==> config.mk <==
export PLATFORM = sky130hd
export DESIGN_NAME = booth_ctrl
export DESIGN_NICKNAME = d
export VERILOG_FILES = /design/src/rtl/alu_pkg.sv /design/src/rtl/iter_counter.sv /design/src/rtl/booth_ctrl.sv
export SDC_FILE = /design/constraint.sdc
export NUM_CORES = 1
export LEC_CHECK = 0
export BUFFER_PORTS_ARGS = -buffer_cell sky130_fd_sc_hd__buf_4
export CAP_MARGIN = 10
export CORE_UTILIZATION = 29
export CTS_CLUSTER_DIAMETER = 80
export DETAILED_ROUTE_END_ITERATION = 12
export GPL_TIMING_DRIVEN = 0
export PLACE_DENSITY = 0.55
export RECOVER_POWER = 25
export SYNTH_ARGS = -nofsm -noshare
export SYNTH_HDL_FRONTEND = slang
export SYNTH_HIERARCHICAL = 1
export SYNTH_SLANG_ARGS = --single-unit
export TNS_END_PERCENT = 100
==> constraint.sdc <==
create_clock -name clk -period 2.6 [get_ports clk]
set_input_delay 0.52 -clock clk [delete_from_list [all_inputs] [get_ports clk]]
set_output_delay 0.52 -clock clk [all_outputs]
set_load 0.01 [all_outputs]
==> src/rtl/alu_pkg.sv <==
// alu_pkg: shared ALU types and Booth decode constants.
package alu_pkg;
    typedef enum logic [2:0] {
        IDLE  = 3'd0,
        INIT  = 3'd1,
        EVAL  = 3'd2,
        ADD   = 3'd3,
        SUB   = 3'd4,
        SHIFT = 3'd5,
        DONE  = 3'd6
    } booth_state_t;
    localparam logic [1:0] BOOTH_ADD = 2'b01;
    localparam logic [1:0] BOOTH_SUB = 2'b10;
endpackage

==> src/rtl/iter_counter.sv <==
// iter_counter: loadable down-counter that saturates at zero and flags count==1.
module iter_counter #(
    parameter int cnt_w = 4
) (
    input  logic             clk,
    input  logic             reset,
    input  logic             load,
    input  logic [cnt_w-1:0] load_value,
    input  logic             dec,
    output logic [cnt_w-1:0] count,
    output logic             last
);
    always_ff @(posedge clk or negedge reset) begin
        if (!reset)
            count <= '0;
        else if (load)
            count <= load_value;
        else if (dec && count != '0)
            count <= count - 1'b1;
    end
    assign last = count == cnt_w'(1);
endmodule

==> src/rtl/booth_ctrl.sv <==
// booth_ctrl: radix-2 Booth sequencer driving the A/Q/M load, add/sub and shift enables.
module booth_ctrl
    import alu_pkg::*;
#(
    parameter int width = 8,
    parameter int cnt_w = $clog2(width + 1)
) (
    input  logic             clk,
    input  logic             reset,
    input  logic             start,
    input  logic             q0,
    input  logic             q_m1,
    output logic             load_m,
    output logic             load_q,
    output logic             clear_a,
    output logic             add_en,
    output logic             sub_en,
    output logic             shift_en,
    output logic             busy,
    output logic             done,
    output logic [cnt_w-1:0] count
);
    booth_state_t state, state_nxt;
    logic         last;
    always_ff @(posedge clk or negedge reset) begin
        if (!reset)
            state <= IDLE;
        else
            state <= state_nxt;
    end
    always_comb begin
        state_nxt = state;
        unique case (state)
            IDLE:    state_nxt = start ? INIT : IDLE;
            INIT:    state_nxt = EVAL;
            EVAL:    state_nxt = {q0, q_m1} == BOOTH_ADD ? ADD :
                                 {q0, q_m1} == BOOTH_SUB ? SUB : SHIFT;
            ADD,
            SUB:     state_nxt = SHIFT;
            SHIFT:   state_nxt = last ? DONE : EVAL;
            DONE:    state_nxt = IDLE;
            default: state_nxt = IDLE;
        endcase
    end
    // Loading on the accepting edge makes count already read width during INIT.
    iter_counter #(.cnt_w(cnt_w)) u_iter (
        .clk        (clk),
        .reset      (reset),
        .load       (state == IDLE && start),
        .load_value (cnt_w'(width)),
        .dec        (state == SHIFT),
        .count      (count),
        .last       (last)
    );
    assign load_m   = state == INIT;
    assign load_q   = state == INIT;
    assign clear_a  = state == INIT;
    assign add_en   = state == ADD;
    assign sub_en   = state == SUB;
    assign shift_en = state == SHIFT;
    assign busy     = state != IDLE;
    assign done     = state == DONE;
endmodule

==> run_results.csv <==
group,metric,value,unit
logic_synthesis,yosysWarnings,6,
route,vias,449,
route,drtIter0Drc,3,
pwr,p_int,0.479,mW
route,wl_per_cell,10.8,µm
logic_synthesis,synth_mux_area_frac,0.0200,
logic_synthesis,synth_most_common_cell,"dfrtp_1",
placement,dp_hpwl,785,µm
sta,drv_slew,0,
placement,pre_cts_slack,0.803,ns
floorplanning,num_rows,14,
sta,period_share,0.760,
worst_setup_path,required,2.08,ns
worst_setup_path,cp-end-kind,"output pin",
worst_setup_path,rr_endpoint,"u_iter/count[3]",
floorplanning,ios,17,
logic_synthesis,synthCells,55,
sta,hold_violations,0,
clocking,htree_num_levels,1,
layout,layout.cells.non_filler,93,
layout,diodes,0,
logic_synthesis,synth_common_cells,"7 x dfrtp_1, 5 x nor3b_1, 4 x inv_1, 4 x nand2_1, 4 x nor2_1",
layout,fill_cells,175,
sta,rsz0062_at_grt,"false",
floorplanning,dieArea,1900,µm²
floorplanning,dieHeight,43.6,µm
flow_run,maxCapViolations,0,
logic_synthesis,synth_seq_cells,7,
logic_synthesis,synth_adder_area_share,0.0499,
layout,design_area,672,µm²
pwr,fin_total_pwr,0.811,mW
logic_synthesis,yosys.area.top_type,"dfrtp_1",
logic_synthesis,syn_avg_cell_area,9.12,µm²
outcome,violations,"design-rule violations",
floorplanning,coreArea,1560,µm²
layout,nets,85,
pwr,pwr-share-clk,0.119,
outcome,status,"finished, violations left",
sta,worst_slack,0.623,ns
route,routed_wl,1010,µm
pwr,power_switching,0.332,mW
layout,final_core_util,0.431,
logic_synthesis,ys_seq_area_frac,0.349,
sta,fin_skew,0.00381,ns
grt,grt_max_degree,11,
pwr,combPwrFrac,0.578,
placement,gp_congestion,0.698,
route,post_drt_via_cell_ratio,4.83,
floorplanning,start_util,0.322,
route,drtAntennaViolNets,0,
worst_setup_path,rr_worst_depth,5,
clocking,post_cts_buffers,0,
pwr,vdd_drop_max,0.478,mV
worst_setup_path,path_class,"flip-flop to output pin",
grt,grt_usage,0.128,
clocking,numCtsBuffers,3,
logic_synthesis,synth_top_family_by_area,"simple AND/OR/NAND/NOR gates",
logic_synthesis,synthArstFlopShare,1.00,
worst_hold_path,hold_path.class,"input port to asynchronous set/reset pin",
logic_synthesis,synth_area_leaders,"dfrtp_1 35%, nor3b_1 7.5%, ha_1 5.0%, buf_4 4.5%, inv_1 3.0%",
route,firstDrtPassIters,7,
logic_synthesis,synth_edf_count,0,
clocking,cts.path.max_buffers,2,
logic_synthesis,synth_xor_area_frac,0,
grt,grt_pass1_wl,1730,µm
placement,dp.cells,89,
pwr,pwr-share-seq,0.302,
route,wl_met1,495,µm
clocking,clkTransAtPathRegs,0.05,ns
grt,first_global_vias,413,
floorplanning,dieWidth,43.6,µm
pwr,swShare,0.410,
placement,numPortBuffers,16,
placement,placed_cell_area,649,µm²
layout,drive_above_1_share,0.338,
clocking,cts_resized,0,
clocking,ctsHoldBuffers,0,
worst_setup_path,worstPathArrival,1.46,ns
layout,area_growth,33.9,%
sta,fin_tns_setup,0,ns
clocking,clock_latency,0.25,ns
clocking,clockRootBuffer,"clkbuf_4",
sta,setup_viol,0,
clocking,cts_tree,"built",
logic_synthesis,synth.top_cell.area_share,0.349,
route,wl_met2,438,µm
grt,antenna_found_initial,0,
grt,overflow,0,
clocking,clock_sinks,7,
logic_synthesis,synth_compound_area_frac,0.150,
worst_setup_path,start_kind,"flip-flop",
sta,post-route-min-period,1.98,ns
worst_setup_path,crit_fanout,8,
sta,fmax,506,MHz
logic_synthesis,synth-main-ff-cell,"dfrtp_1",
route,wl_met3,61,µm
worst_setup_path,timing.rr.start,"state[1]",
logic_synthesis,synth_area,502,µm²
pwr,p_leak,0.326,nW
logic_synthesis,synth_cell_types,27,
pwr,powerDensity,1210,nW/µm²
route,top_layer_used,"met4",
route,drc_errors,2,
worst_setup_path,ff2ff_setup_slack,0.82,ns
logic_synthesis,synth_simple_gate_area_frac,0.342,
sta,hold_slack,0.163,ns
worst max-delay path by stage:
stage / endpoint / slack (ns) / start / depth (start not counted)
final: shift_en / 0.62 / state[1] / 3
after global routing: load_m / 0.51 / state[0] / 4
after CTS: shift_en / 0.60 / state[1] / 3
after detailed placement: u_iter/count[3] / 0.80 / state[1] / 5
after global placement: u_iter/count[3] / 0.77 / state[1] / 5
after floorplan: u_iter/count[3] / 0.91 / state[1] / 5
power by group through the flow:
| stage | clock network, mW | registers [mW] | logic (mW) |
|---|---|---|---|
| 6_report | 0.0969 | 0.245 | 0.469 |
| 3_5_place_dp | 0 | 0.247 | 0.475 |
| 3_3_place_gp | 0 | 0.247 | 0.471 |
| 2_1_floorplan | 0 | 0.244 | 0.293 |
| 5_1_grt | 0.110 | 0.258 | 0.518 |
| 4_1_cts | 0.102 | 0.245 | 0.475 |
sequential cells by signal, indices dropped and copies added (netlist names):
name / cells
state: 3
u_iter/count: 4
cells in the final DEF (no fill, tap or decap), types with 3 or more instances in the layout:
| cell type | synthesis | final |
|---|---|---|
| nor2_1 | 4 | 4 |
| buf_4 | 3 | 18 |
| nor3b_1 | 5 | 5 |
| conb_1 | 2 | 4 |
| clkbuf_4 | 0 | 3 |
| nand2_1 | 4 | 4 |
| dfrtp_1 | 7 | 7 |
| inv_1 | 4 | 4 |
layout make-up:
type	instances	area, µm²	area share
clock buffers	4	26.3	0.0391
repair buffers	16	116	0.173
multi-input cells	43	297	0.441
plain buffers	3	22.5	0.0335
flip-flops and latches	7	175	0.261
inverters	4	15.0	0.0223
well taps	16	20.0	0.0298
cells by family (layout without fill, tap and decap cells):
group,count (synthesis),after routing
mux,1,1
flops,7,7
compound gates,10,10
buf+inv,7,27
simple gates,26,26
other cells,2,4
fa+ha+maj,2,2
critical path, cell delays in order, from the launching register on:
cell and delay (ns):
dfrtp_1 0.44, nand2b_1 0.20, nor2_1 0.37, buf_4 0.21
routing by layer:
metal  track usage  up-vias
met5             0        -
met4         0.113        0
met3        0.0292        2
met2         0.176       11
met1         0.165      202
li1              -      234
Power figures use the tool's default switching activity.
